$ cat src/rtl/battle_engine_param.sv
// battle_engine_param: parametrised turn-based battle resolver with a level-scaled HP table,
// per-fighter weapon ammo and an LFSR-driven hit roll behind a valid/ready attack handshake.
module battle_engine_param #(
  parameter int HP_W = 8,
  parameter int AMMO_W = 2,
  parameter int LEVELS = 5,
  parameter int BASE_HP = 100,
  parameter int HP_STEP = 10,
  parameter int BOSS_HP = 190,
  parameter int DMG_STEP = 10,
  parameter int BAT_AMMO = 3,
  parameter int SWORD_AMMO = 2,
  parameter logic [7:0] SEED = 8'hA5
) (
  input  logic clk,
  input  logic rst,
  input  logic battle_start_i,
  input  logic [2:0] level_i,
  input  logic attack_valid_i,
  input  logic attack_side_i,
  input  logic [1:0] attack_choice_i,
  output logic attack_ready_o,
  output logic result_valid_o,
  output logic hit_o,
  output logic ammo_empty_o,
  output logic [2:0] roll_o,
  output logic [HP_W-1:0] player_hp_o,
  output logic [HP_W-1:0] enemy_hp_o,
  output logic [AMMO_W-1:0] player_bat_o,
  output logic [AMMO_W-1:0] player_sword_o,
  output logic [AMMO_W-1:0] enemy_bat_o,
  output logic [AMMO_W-1:0] enemy_sword_o,
  output logic player_win_o,
  output logic enemy_win_o
);
  typedef enum logic [1:0] {IDLE, FIGHT, DONE} state_t;
  localparam logic [7:0] SEED_NZ = (SEED == 8'h00) ? 8'h01 : SEED;
  localparam logic [HP_W-1:0] BASE = HP_W'(BASE_HP);
  localparam logic [HP_W-1:0] BOSS = HP_W'(BOSS_HP);
  localparam logic [AMMO_W-1:0] BAT = AMMO_W'(BAT_AMMO);
  localparam logic [AMMO_W-1:0] SWORD = AMMO_W'(SWORD_AMMO);
  localparam logic [AMMO_W-1:0] ONE = AMMO_W'(1);
  state_t state_q, state_d;
  logic [7:0] lfsr_q;
  logic [2:0] roll_q, roll_d;
  logic rv_q, rv_d, hit_q, hit_d, ae_q, ae_d, pwin_q, pwin_d, ewin_q, ewin_d;
  logic [HP_W-1:0] php_q, php_d, ehp_q, ehp_d, def_hp, dmg, def_left, lvl_hp;
  logic [AMMO_W-1:0] pbat_q, pbat_d, psw_q, psw_d, ebat_q, ebat_d, esw_q, esw_d, own_ammo;
  logic boss, accept, weapon, empty, strike;
  assign boss = int'(level_i) >= LEVELS - 1;
  assign lvl_hp = HP_W'(BASE_HP + int'(level_i) * HP_STEP);
  assign attack_ready_o = state_q == FIGHT;
  // a battle_start in the same cycle wins over the attack, so the attack is simply dropped
  assign accept = attack_valid_i & attack_ready_o & ~battle_start_i;
  assign weapon = attack_choice_i[1];
  assign own_ammo = attack_choice_i[0] ? (attack_side_i ? esw_q : psw_q)
                                       : (attack_side_i ? ebat_q : pbat_q);
  assign empty = weapon && own_ammo == '0;
  assign strike = lfsr_q[2:0] > {1'b0, attack_choice_i};
  assign dmg = HP_W'((int'(attack_choice_i) + 1) * DMG_STEP);
  assign def_hp = attack_side_i ? php_q : ehp_q;
  assign def_left = (def_hp <= dmg) ? '0 : def_hp - dmg;
  always_comb begin
    state_d = state_q;
    php_d = php_q;
    ehp_d = ehp_q;
    pbat_d = pbat_q;
    psw_d = psw_q;
    ebat_d = ebat_q;
    esw_d = esw_q;
    roll_d = roll_q;
    rv_d = 1'b0;
    hit_d = 1'b0;
    ae_d = 1'b0;
    pwin_d = pwin_q;
    ewin_d = ewin_q;
    if (battle_start_i) begin
      state_d = FIGHT;
      php_d = boss ? BOSS : BASE;
      ehp_d = boss ? BOSS : lvl_hp;
      pbat_d = BAT;
      psw_d = SWORD;
      ebat_d = BAT;
      esw_d = SWORD;
      pwin_d = 1'b0;
      ewin_d = 1'b0;
    end else if (accept) begin
      rv_d = 1'b1;
      ae_d = empty;
      if (!empty) begin
        roll_d = lfsr_q[2:0];
        hit_d = strike;
        pbat_d = (weapon && !attack_choice_i[0] && !attack_side_i) ? pbat_q - ONE : pbat_q;
        psw_d = (weapon && attack_choice_i[0] && !attack_side_i) ? psw_q - ONE : psw_q;
        ebat_d = (weapon && !attack_choice_i[0] && attack_side_i) ? ebat_q - ONE : ebat_q;
        esw_d = (weapon && attack_choice_i[0] && attack_side_i) ? esw_q - ONE : esw_q;
        if (strike) begin
          php_d = attack_side_i ? def_left : php_q;
          ehp_d = attack_side_i ? ehp_q : def_left;
          if (def_left == '0) begin
            state_d = DONE;
            pwin_d = ~attack_side_i;
            ewin_d = attack_side_i;
          end
        end
      end
    end
  end
  always_ff @(posedge clk) begin
    if (rst) begin
      state_q <= IDLE;
      lfsr_q <= SEED_NZ;
      php_q <= BASE;
      ehp_q <= BASE;
      pbat_q <= BAT;
      psw_q <= SWORD;
      ebat_q <= BAT;
      esw_q <= SWORD;
      roll_q <= '0;
      rv_q <= 1'b0;
      hit_q <= 1'b0;
      ae_q <= 1'b0;
      pwin_q <= 1'b0;
      ewin_q <= 1'b0;
    end else begin
      state_q <= state_d;
      lfsr_q <= {lfsr_q[6:0], lfsr_q[7] ^ lfsr_q[5] ^ lfsr_q[4] ^ lfsr_q[3]};
      php_q <= php_d;
      ehp_q <= ehp_d;
      pbat_q <= pbat_d;
      psw_q <= psw_d;
      ebat_q <= ebat_d;
      esw_q <= esw_d;
      roll_q <= roll_d;
      rv_q <= rv_d;
      hit_q <= hit_d;
      ae_q <= ae_d;
      pwin_q <= pwin_d;
      ewin_q <= ewin_d;
    end
  end
  assign result_valid_o = rv_q;
  assign hit_o = hit_q;
  assign ammo_empty_o = ae_q;
  assign roll_o = roll_q;
  assign player_hp_o = php_q;
  assign enemy_hp_o = ehp_q;
  assign player_bat_o = pbat_q;
  assign player_sword_o = psw_q;
  assign enemy_bat_o = ebat_q;
  assign enemy_sword_o = esw_q;
  assign player_win_o = pwin_q;
  assign enemy_win_o = ewin_q;
endmodule

$ cat config.mk
export PLATFORM = sky130hd
export DESIGN_NAME = battle_engine_param
export DESIGN_NICKNAME = d
export VERILOG_FILES = /design/src/rtl/battle_engine_param.sv
export SDC_FILE = /design/constraint.sdc
export NUM_CORES = 1
export LEC_CHECK = 0
export CAP_MARGIN = 20
export CORE_UTILIZATION = 35
export CTS_BUF_LIST = sky130_fd_sc_hd__clkbuf_8 sky130_fd_sc_hd__clkbuf_16
export DETAILED_ROUTE_END_ITERATION = 10
export DONT_BUFFER_PORTS = 1
export PLACE_DENSITY = 0.54
export SETUP_SLACK_MARGIN = 0.15
export SLEW_MARGIN = 15
export SYNTH_ARGS = -nofsm -noshare
export SYNTH_HDL_FRONTEND = slang
export SYNTH_SLANG_ARGS = --single-unit
export TNS_END_PERCENT = 5
$ cat constraint.sdc
create_clock -name clk -period 3.4 [get_ports clk]
set_input_delay 0.85 -clock clk [delete_from_list [all_inputs] [get_ports clk]]
set_output_delay 0.85 -clock clk [all_outputs]
set_load 0.02 [all_outputs]
==> flow_summary_export.csv, run 1 <==
group,metric,value,unit
status,status,"finished with violations",
status,violations,"DRC",
synth,yosys_register_bits,42,
sta,slew_headroom,0.361,
synth,syn-cell-area,2350,sq um
synth,ys.flop_type,"dfxtp_1",
clock_network,clock_path_buffers,2,
sta,fmaxAchievable,319,MHz
synth,synth-edff-count,0,
sta,final-max-slew-violation-count,0,
sta,hold_viol,0,
routing,first_pass_iters,8,
power,power_frac_comb,0.228,
grt,grt_pass1_wl,9320,um
clock_network,ctsResizeCount,0,
placement,port-buffer-count,0,
critical_path,cp_max_fo,7,
synth,yosysWarnings,0,
grt,grt_overflow,0,
clock_network,root_buffer,"clkbuf_8",
die,chipHeight,84,um
clock_network,cts.sink_count,42,
routing,wl,5860,um
hold_path,min_to,"lfsr_q[7]",
grt,grt_max_degree,24,
synth,synth_area_per_cell,9.23,sq um
die,core-area,6420,sq um
clock_network,hold_buffers,0,
sta,rsz0062_at_grt,"no",
synth,synth.most_common_cell,"dfxtp_1",
critical_path,r2r_start,"enemy_hp_o[5]",
clock_network,clkSlewWorstSetupHoldPaths,0.09,ns
final_layout,nets,280,
hold_path,holdPathStages,1,
synth,synth_cells,255,
sta,setup_viol,0,
grt,antenna_found_initial,0,
clock_network,cts_tree,"yes",
synth,yosys-top-cells-area,"dfxtp_1 (36%), ha_1 (8.5%), nand2_1 (4.0%), nor2_1 (3.0%), mux2i_1 (3.0%)",
hold_path,hp-class,"flop to flop",
critical_path,start_kind,"primary input",
power,internal-power,0.000775,W
synth,ys_types,59,
final_layout,syn2layout_area_growth,6.54,%
routing,dr.first_iter.drc_count,70,
die,placementRows,29,
die,initial_core_util,0.366,
die,io-pin-count,43,
critical_path,cp.required,3.59,ns
flow_run,cap_violations,0,
clock_network,htree_levels,2,
critical_path,reg2reg_setup_slack,0.69,ns
synth,synth_area_leader_cell,"dfxtp_1",
power,p_sw_frac,0.321,
final_layout,drive_above_1_share,0.134,
routing,via_per_inst,5.50,
power,p_leak,1.01,nW
routing,num_vias,1821,
critical_path,critical_path_class,"primary input to flop",
routing,drcViolationCount,4,
grt,grt.total_usage,0.171,
power,p_per_area,455,nW/um^2
critical_path,reg2reg_to,"player_win_o",
critical_path,end_kind,"flop",
sta,period_needed,3.13,ns
synth,seq_area_frac_synth,0.357,
final_layout,diodes,0,
power,p_seq_frac,0.491,
sta,fin_skew,0.00799,ns
placement,dpl_worst_slack,-0.0233,ns
final_layout,postLayoutCoreUtil,0.390,
clock_network,numCtsBuffers,5,
synth,synth.top_cell.area_share,0.357,
power,ir_worst_vdd,0.163,mV
power,power.switching,0.000366,W
placement,gp_congestion,0.823,
die,dieArea,7060,sq um
grt,grt_pass1_vias,1793,
die,die_w,84,um
clock_network,clock_latency,0.30,ns
sta,worst_pin_slew,0.955,ns
critical_path,reg2regPathDepth,9,
sta,whs,0.433,ns
hold_path,min-delay-start,"lfsr_q[6]",
synth,synthTopCellsByCount,"dfxtp_1 (42), nand2_1 (25), nor2_1 (19), ha_1 (16), a21oi_1 (13)",
sta,layout_worst_path_cycle_share,0.922,
routing,wl_per_cell,17.7,um
synth,synth_nets,282,
power,clkPwrFrac,0.281,
clock_network,post_cts_buffers,0,
critical_path,cp.arrival,3.33,ns
routing,postRouteAntennaNets,0,
sta,setup_slack,0.266,ns
placement,hpwl,4400,um
synth,synthArstFlopShare,0,
[registers in the layout, summed over array words and instances (netlist names)]
signal and cells:
hit_o 1, enemy_hp_o 8, roll_o 3, enemy_win_o 1
player_sword_o 2, enemy_sword_o 2, enemy_bat_o 2, state_q 2
result_valid_o 1, player_win_o 1, lfsr_q 8, player_hp_o 8
player_bat_o 2, ammo_empty_o 1
[placed cells by master, fill, tap and decap left out, drive strengths merged, types with 2 or more instances in the layout]
master  synthesis  final
or2             4      4
nor2           19     19
o21ai           7      7
o211ai          2      2
ha             16     16
nand4b          3      3
o311ai          3      3
xnor2           6      6
clkinv          0      2
inv            11     12
o221ai          3      3
a21oi          13     13
o21a            2      2
a31oi           2      2
mux2i           7      7
mux2            7      7
nor2b           5      5
and2b           3      3
and3            6      6
or3             2      2
a211o           2      2
nand4           2      2
dfxtp          42     42
xor2            7      7
nand2          26     26
a211oi          6      6
nor3b           2      2
clkbuf          4      5
nor3            8      8
o21bai          2      2
nand3          10     10
a21o            3      3
[worst max-delay path: stages]
cell and delay (ns):
inv_1 0.12, ha_4 0.24, or3_1 0.36, ha_4 0.31, and3_1 0.19, nand4_2 0.19
and3_1 0.23, o21bai_1 0.31, and3_1 0.26, nand3_1 0.12, o211a_1 0.15
[area by class of cell]
cell class,count,area [sq um]
clock buffers,5,68.8
clock inverters,3,17.5
fillers,652,3920
inverters,11,41.3
multi-input cells,192,1440
flip-flops and latches,42,841
well taps,77,96.3
repair buffers,1,7.51
[cell families (layout without fill, tap and decap cells)]
family,after synthesis,in the layout,synth area share
AOI/OAI and AO/OA,53,53,0.177
buffers and inverters,21,20,0.0463
xor gates and xnor gates,13,13,0.0484
muxes,14,14,0.0649
adders and majority gates,17,17,0.0936
DFF,42,42,0.357
and+or+nand+nor,95,95,0.213
[worst max-delay path by stage]
stage,from,to,slack [ns],depth (start not counted)
floorplan,attack_side_i,player_win_o,0.26,11
global placement,attack_choice_i[0],player_win_o,-0.03,11
detailed placement,attack_choice_i[0],player_win_o,-0.02,11
CTS,attack_choice_i[0],player_win_o,0.29,11
global route,attack_choice_i[0],player_win_o,0.18,11
finish,attack_choice_i[0],player_win_o,0.27,11
[power groups by stage]
stage / logic, W / clock network, W / registers, W
detailed placement: 0.000258 / 0 / 0.000572
floorplan: 0.000217 / 0 / 0.000563
global placement: 0.000258 / 0 / 0.000573
finish: 0.000260 / 0.000320 / 0.000560
global route: 0.000287 / 0.000351 / 0.000565
CTS: 0.000260 / 0.000336 / 0.000561
[per-stage QoR]
| step | cells | total power (W) | setup TNS [ns] | cell area (sq um) |
|---|---|---|---|---|
| CTS | 331 | 0.00116 | 0 | 2510 |
| global route | 331 | 0.00120 | 0 | 2510 |
| detailed placement | 323 | 0.000830 | -0.0233 | 2420 |
| finish | 331 | 0.00114 | 0 | 2510 |
| floorplan | 255 | 0.000780 | 0 | 2380 |
| global placement | 323 | 0.000832 | -0.0473 | 2420 |
[layer usage]
metal  wire length, um  up-vias  track usage
met5                 0        -            0
met4                38        0       0.0517
met3               443        2       0.0554
met2              2600       41        0.262
met1              2790      874        0.228
li1                  -      904            -
(Power assumes the default switching activity.)
==> run 2, diff against run 1 <==
--- a/config.mk
+++ b/config.mk
@@ -11,6 +11,7 @@
 export DETAILED_ROUTE_END_ITERATION = 10
 export DONT_BUFFER_PORTS = 1
 export PLACE_DENSITY = 0.54
+export REMOVE_ABC_BUFFERS = 1
 export SETUP_SLACK_MARGIN = 0.15
 export SLEW_MARGIN = 15
 export SYNTH_ARGS = -nofsm -noshare
==> run 2 against run 1 <==
  * The run still ends with DRC left
  * First-iteration DRC count grew 31%
  * Fmax grew 1.6%
  * Setup slack gained 0.049 ns
  * Critical path type unchanged
  * Critical endpoint unchanged
==> flow_summary_export.csv, run 2 (synthesized netlist as in run 1, its figures left out) <==
group,metric,value,unit
routing,wl,5740,um
sta,finalSetupTns,0,ns
placement,port-buffer-count,0,
clock_network,clock_path_buffers,2,
placement,place_area,2410,sq um
critical_path,cp.required,3.60,ns
clock_network,clkSlewWorstSetupHoldPaths,0.09,ns
placement,dpl_worst_slack,0.0112,ns
clock_network,hold_buffers,0,
sta,setup_viol,0,
sta,rsz0062_at_grt,"no",
final_layout,syn2layout_area_growth,6.49,%
grt,grt.total_usage,0.168,
clock_network,ctsResizeCount,0,
clock_network,cts.sink_count,42,
routing,num_vias,1827,
grt,grt_overflow,0,
sta,fmaxAchievable,324,MHz
sta,fin_skew,0.00886,ns
routing,wl_per_cell,17.2,um
final_layout,final_common_cell,"dfxtp_1",
sta,slew_headroom,0.386,
routing,via_per_inst,5.47,
critical_path,cp_max_fo,7,
final_layout,diodes,0,
die,die_w,84,um
sta,hold_viol,0,
grt,grt_pass1_vias,1754,
clock_network,cts_tree,"yes",
grt,grt_max_degree,24,
final_layout,nets,283,
die,chipHeight,84,um
final_layout,final_area,2510,sq um
final_layout,drive_above_1_share,0.136,
clock_network,htree_levels,2,
routing,first_pass_iters,7,
routing,postRouteAntennaNets,0,
sta,layout_worst_path_cycle_share,0.908,
placement,placed_cells,326,
critical_path,start_kind,"primary input",
die,placementRows,29,
hold_path,hp-class,"flop to flop",
clock_network,numCtsBuffers,5,
routing,drcViolationCount,8,
sta,setup_slack,0.314,ns
sta,final-max-slew-violation-count,0,
status,violations,"DRC",
clock_network,root_buffer,"clkbuf_8",
final_layout,final_cell_mix,"dfxtp_1 (42), nand2_1 (25), nor2_1 (19)",
routing,dr.first_iter.drc_count,92,
power,ir_worst_vdd,0.308,mV
final_layout,num-fill-cells,648,
grt,antenna_found_initial,0,
sta,period_needed,3.09,ns
clock_network,post_cts_buffers,0,
die,io-pin-count,43,
placement,hpwl,4340,um
final_layout,stdcell_count,334,
critical_path,cp.arrival,3.29,ns
die,core-area,6420,sq um
critical_path,end_kind,"flop",
die,dieArea,7060,sq um
status,status,"finished with violations",
clock_network,clock_latency,0.30,ns
power,p_per_area,465,nW/um^2
grt,grt_pass1_wl,9180,um
critical_path,critical_path_class,"primary input to flop",
sta,worst_pin_slew,0.918,ns
power,p_leak,1.02,nW
flow_run,cap_violations,0,
placement,gp_congestion,0.855,
die,initial_core_util,0.366,
==> run 2: cell types whose count changed in the layout (fill, tap and decap cells not counted), sizes merged <==
| cell | change |
|---|---|
| clkinv | -1 |
| buf | +3 |
| clkinvlp | +1 |
==> run 2: cell type report <==
cell class | instances | area (sq um) | share of cell area
Inverter | 11 | 41.3 | 0.0165
Multi-Input combinational cell | 192 | 1400 | 0.560
Timing Repair Buffer | 4 | 30.0 | 0.0120
Clock buffer | 5 | 68.8 | 0.0275
Clock inverter | 3 | 25.0 | 0.00999
Tap cell | 77 | 96.3 | 0.0384
Sequential cell | 42 | 841 | 0.335
==> run 2: power by group <==
part	leakage [nW]	switching [W]	internal, W
clock	0.0447	0.000197	0.000149
combinational	0.631	0.000144	0.000116
sequential	0.345	0.0000410	0.000518
==> run 2: final timing paths <==
path | start | to | slack [ns] | depth (start not counted)
worst max register to register | enemy_hp_o[1] | player_win_o | 0.64 | 11
worst max-delay path | attack_choice_i[0] | player_win_o | 0.31 | 10
worst min-delay path | lfsr_q[6] | lfsr_q[7] | 0.41 | 1
worst min register to register | lfsr_q[6] | lfsr_q[7] | 0.41 | 1
==> run 2: critical path: stages <==
cell and delay (ns):
inv_1 0.04, ha_1 0.30, or3_1 0.32, ha_1 0.37, and2b_2 0.27, mux2_4 0.29, a2111oi_4 0.37, a31o_2 0.23
nand3_1 0.11, o211a_1 0.14
==> run 2: per-stage QoR <==
stage	power (W)	hold slack, ns	util
after floorplan	0.000760	0.389	-
after global placement	0.000830	0.394	0.376
after CTS	0.00117	0.420	0.390
after global routing	0.00122	0.443	0.390
after detailed placement	0.000828	0.396	0.376
final	0.00116	0.413	0.390
==> run 2: per-layer routing <==
metal | share of wire | routed length, um | track usage | vias to the layer above
met5 | 0 | 0 | 0 | -
met4 | 0.011 | 63 | 0.0470 | 0
met3 | 0.062 | 356 | 0.0554 | 8
met2 | 0.44 | 2540 | 0.257 | 44
li1 | - | - | - | 916
met1 | 0.49 | 2780 | 0.224 | 859
==> run 3, diff against run 2 <==
--- a/config.mk
+++ b/config.mk
@@ -7,7 +7,7 @@
 export LEC_CHECK = 0
 export CAP_MARGIN = 20
 export CORE_UTILIZATION = 35
-export CTS_BUF_LIST = sky130_fd_sc_hd__clkbuf_8 sky130_fd_sc_hd__clkbuf_16
+export CTS_BUF_LIST = sky130_fd_sc_hd__clkbuf_16
 export DETAILED_ROUTE_END_ITERATION = 10
 export DONT_BUFFER_PORTS = 1
 export PLACE_DENSITY = 0.54
==> constraint.sdc (replaced) <==
create_clock -name clk -period 3.4 [get_ports clk]
set_input_delay 0.85 -clock clk [delete_from_list [all_inputs] [get_ports clk]]
set_output_delay 0.85 -clock clk [all_outputs]
set_load 0.01 [all_outputs]
==> run 3 against run 2 <==
  * The run still ends with DRC left
  * Flip-flop and latch count unchanged
  * Clock skew shrank 0.0034 ns
  * Register-to-register slack gained 0.06 ns
  * Clock power is 42% higher
  * Core utilization rose by 0.86 points
  * Setup slack lost 0.011 ns
  * Via count increased by 3.6%
  * Non-clock buffer count stayed put
  * Critical endpoint unchanged
==> flow_summary_export.csv, run 3 (synthesized netlist as in run 1, its figures left out) <==
group,metric,value,unit
routing,num_vias,1892,
routing,drcViolationCount,8,
final_layout,final_cell_mix,"dfxtp_1 (42), nand2_1 (25), nor2_1 (19)",
status,violations,"DRC",
placement,hpwl,4420,um
die,io-pin-count,43,
sta,period_needed,3.10,ns
routing,wl_per_cell,17.8,um
grt,grt_overflow,0,
grt,antenna_found_initial,0,
sta,slew_headroom,0.366,
power,ir_worst_vdd,0.217,mV
clock_network,htree_levels,2,
sta,rsz0062_at_grt,"no",
sta,layout_worst_path_cycle_share,0.911,
final_layout,postLayoutCoreUtil,0.399,
final_layout,num-fill-cells,656,
die,initial_core_util,0.366,
die,placementRows,29,
clock_network,clkSlewWorstSetupHoldPaths,0.06,ns
final_layout,syn2layout_area_growth,8.83,%
critical_path,start_kind,"primary input",
placement,dpl_worst_slack,0.00755,ns
clock_network,root_buffer,"clkbuf_16",
clock_network,cts_tree,"yes",
critical_path,cp.arrival,3.28,ns
die,die_w,84,um
routing,via_per_inst,5.66,
critical_path,end_kind,"flop",
die,core-area,6420,sq um
grt,grt_pass1_wl,9250,um
sta,fin_skew,0.00544,ns
grt,grt_max_degree,24,
sta,fmaxAchievable,323,MHz
clock_network,ctsResizeCount,0,
flow_run,cap_violations,0,
hold_path,hp-class,"flop to flop",
routing,postRouteAntennaNets,0,
routing,wl,5950,um
grt,grt_pass1_vias,1755,
die,chipHeight,84,um
critical_path,cp.required,3.58,ns
clock_network,numCtsBuffers,5,
sta,setup_slack,0.303,ns
placement,gp_congestion,0.855,
final_layout,drive_above_1_share,0.136,
routing,first_pass_iters,7,
sta,final-max-slew-violation-count,0,
clock_network,cts.sink_count,42,
grt,grt.total_usage,0.174,
power,p_per_area,507,nW/um^2
routing,dr.first_iter.drc_count,102,
clock_network,clock_latency,0.29,ns
clock_network,post_cts_buffers,0,
sta,setup_viol,0,
placement,port-buffer-count,0,
sta,hold_viol,0,
final_layout,nets,283,
sta,finalSetupTns,0,ns
clock_network,hold_buffers,0,
sta,whs,0.418,ns
critical_path,critical_path_class,"primary input to flop",
sta,worst_pin_slew,0.947,ns
status,status,"finished with violations",
power,p_leak,1.04,nW
final_layout,diodes,0,
die,dieArea,7060,sq um
critical_path,cp_max_fo,7,
final_layout,final_common_cell,"dfxtp_1",
clock_network,clock_path_buffers,2,
run 3: final cells by class:
cell class	count	area (sq um)	area share
Sequential cell	42	841	0.328
Inverter	11	41.3	0.0161
Multi-Input combinational cell	192	1400	0.548
Clock inverter	3	23.8	0.00928
Timing Repair Buffer	4	30.0	0.0117
Clock buffer	5	125	0.0489
Tap cell	77	96.3	0.0376
run 3: final timing paths:
kind / startpoint / to / slack [ns] / depth (start not counted)
setup / recovery: attack_choice_i[0] / player_win_o / 0.30 / 10
hold / removal: lfsr_q[6] / lfsr_q[7] / 0.42 / 1
setup reg to reg: enemy_hp_o[1] / player_win_o / 0.70 / 11
hold reg to reg: lfsr_q[6] / lfsr_q[7] / 0.42 / 1
run 3: metrics by stage:
| stage | instance area, sq um | power, W | cells |
|---|---|---|---|
| 5_1_grt | 2560 | 0.00136 | 334 |
| 6_report | 2560 | 0.00130 | 334 |
| 3_5_place_dp | 2410 | 0.000818 | 326 |
| 2_1_floorplan | 2290 | 0.000747 | 245 |
| 4_1_cts | 2560 | 0.00131 | 334 |
| 3_3_place_gp | 2410 | 0.000817 | 326 |
run 3: power breakdown:
group	leakage (nW)	switching [W]	total [W]	internal, W
clock network	0.0664	0.000215	0.000490	0.000275
logic	0.631	0.000146	0.000262	0.000116
registers	0.345	0.0000293	0.000548	0.000518
run 3: worst max-delay path, stage by stage:
cell	delay, ns
inv_1	0.04
ha_1	0.29
or3_1	0.32
ha_1	0.37
and2b_2	0.27
mux2_4	0.29
a2111oi_4	0.37
a31o_2	0.23
nand3_1	0.10
o211a_1	0.14
run 3: per-layer routing:
| metal | part of all wire | track usage | vias to the layer above |
|---|---|---|---|
| li1 | - | - | 916 |
| met1 | 0.44 | 0.219 | 894 |
| met2 | 0.45 | 0.272 | 76 |
| met3 | 0.095 | 0.0593 | 6 |
| met4 | 0.014 | 0.0658 | 0 |
| met5 | 0 | 0 | - |
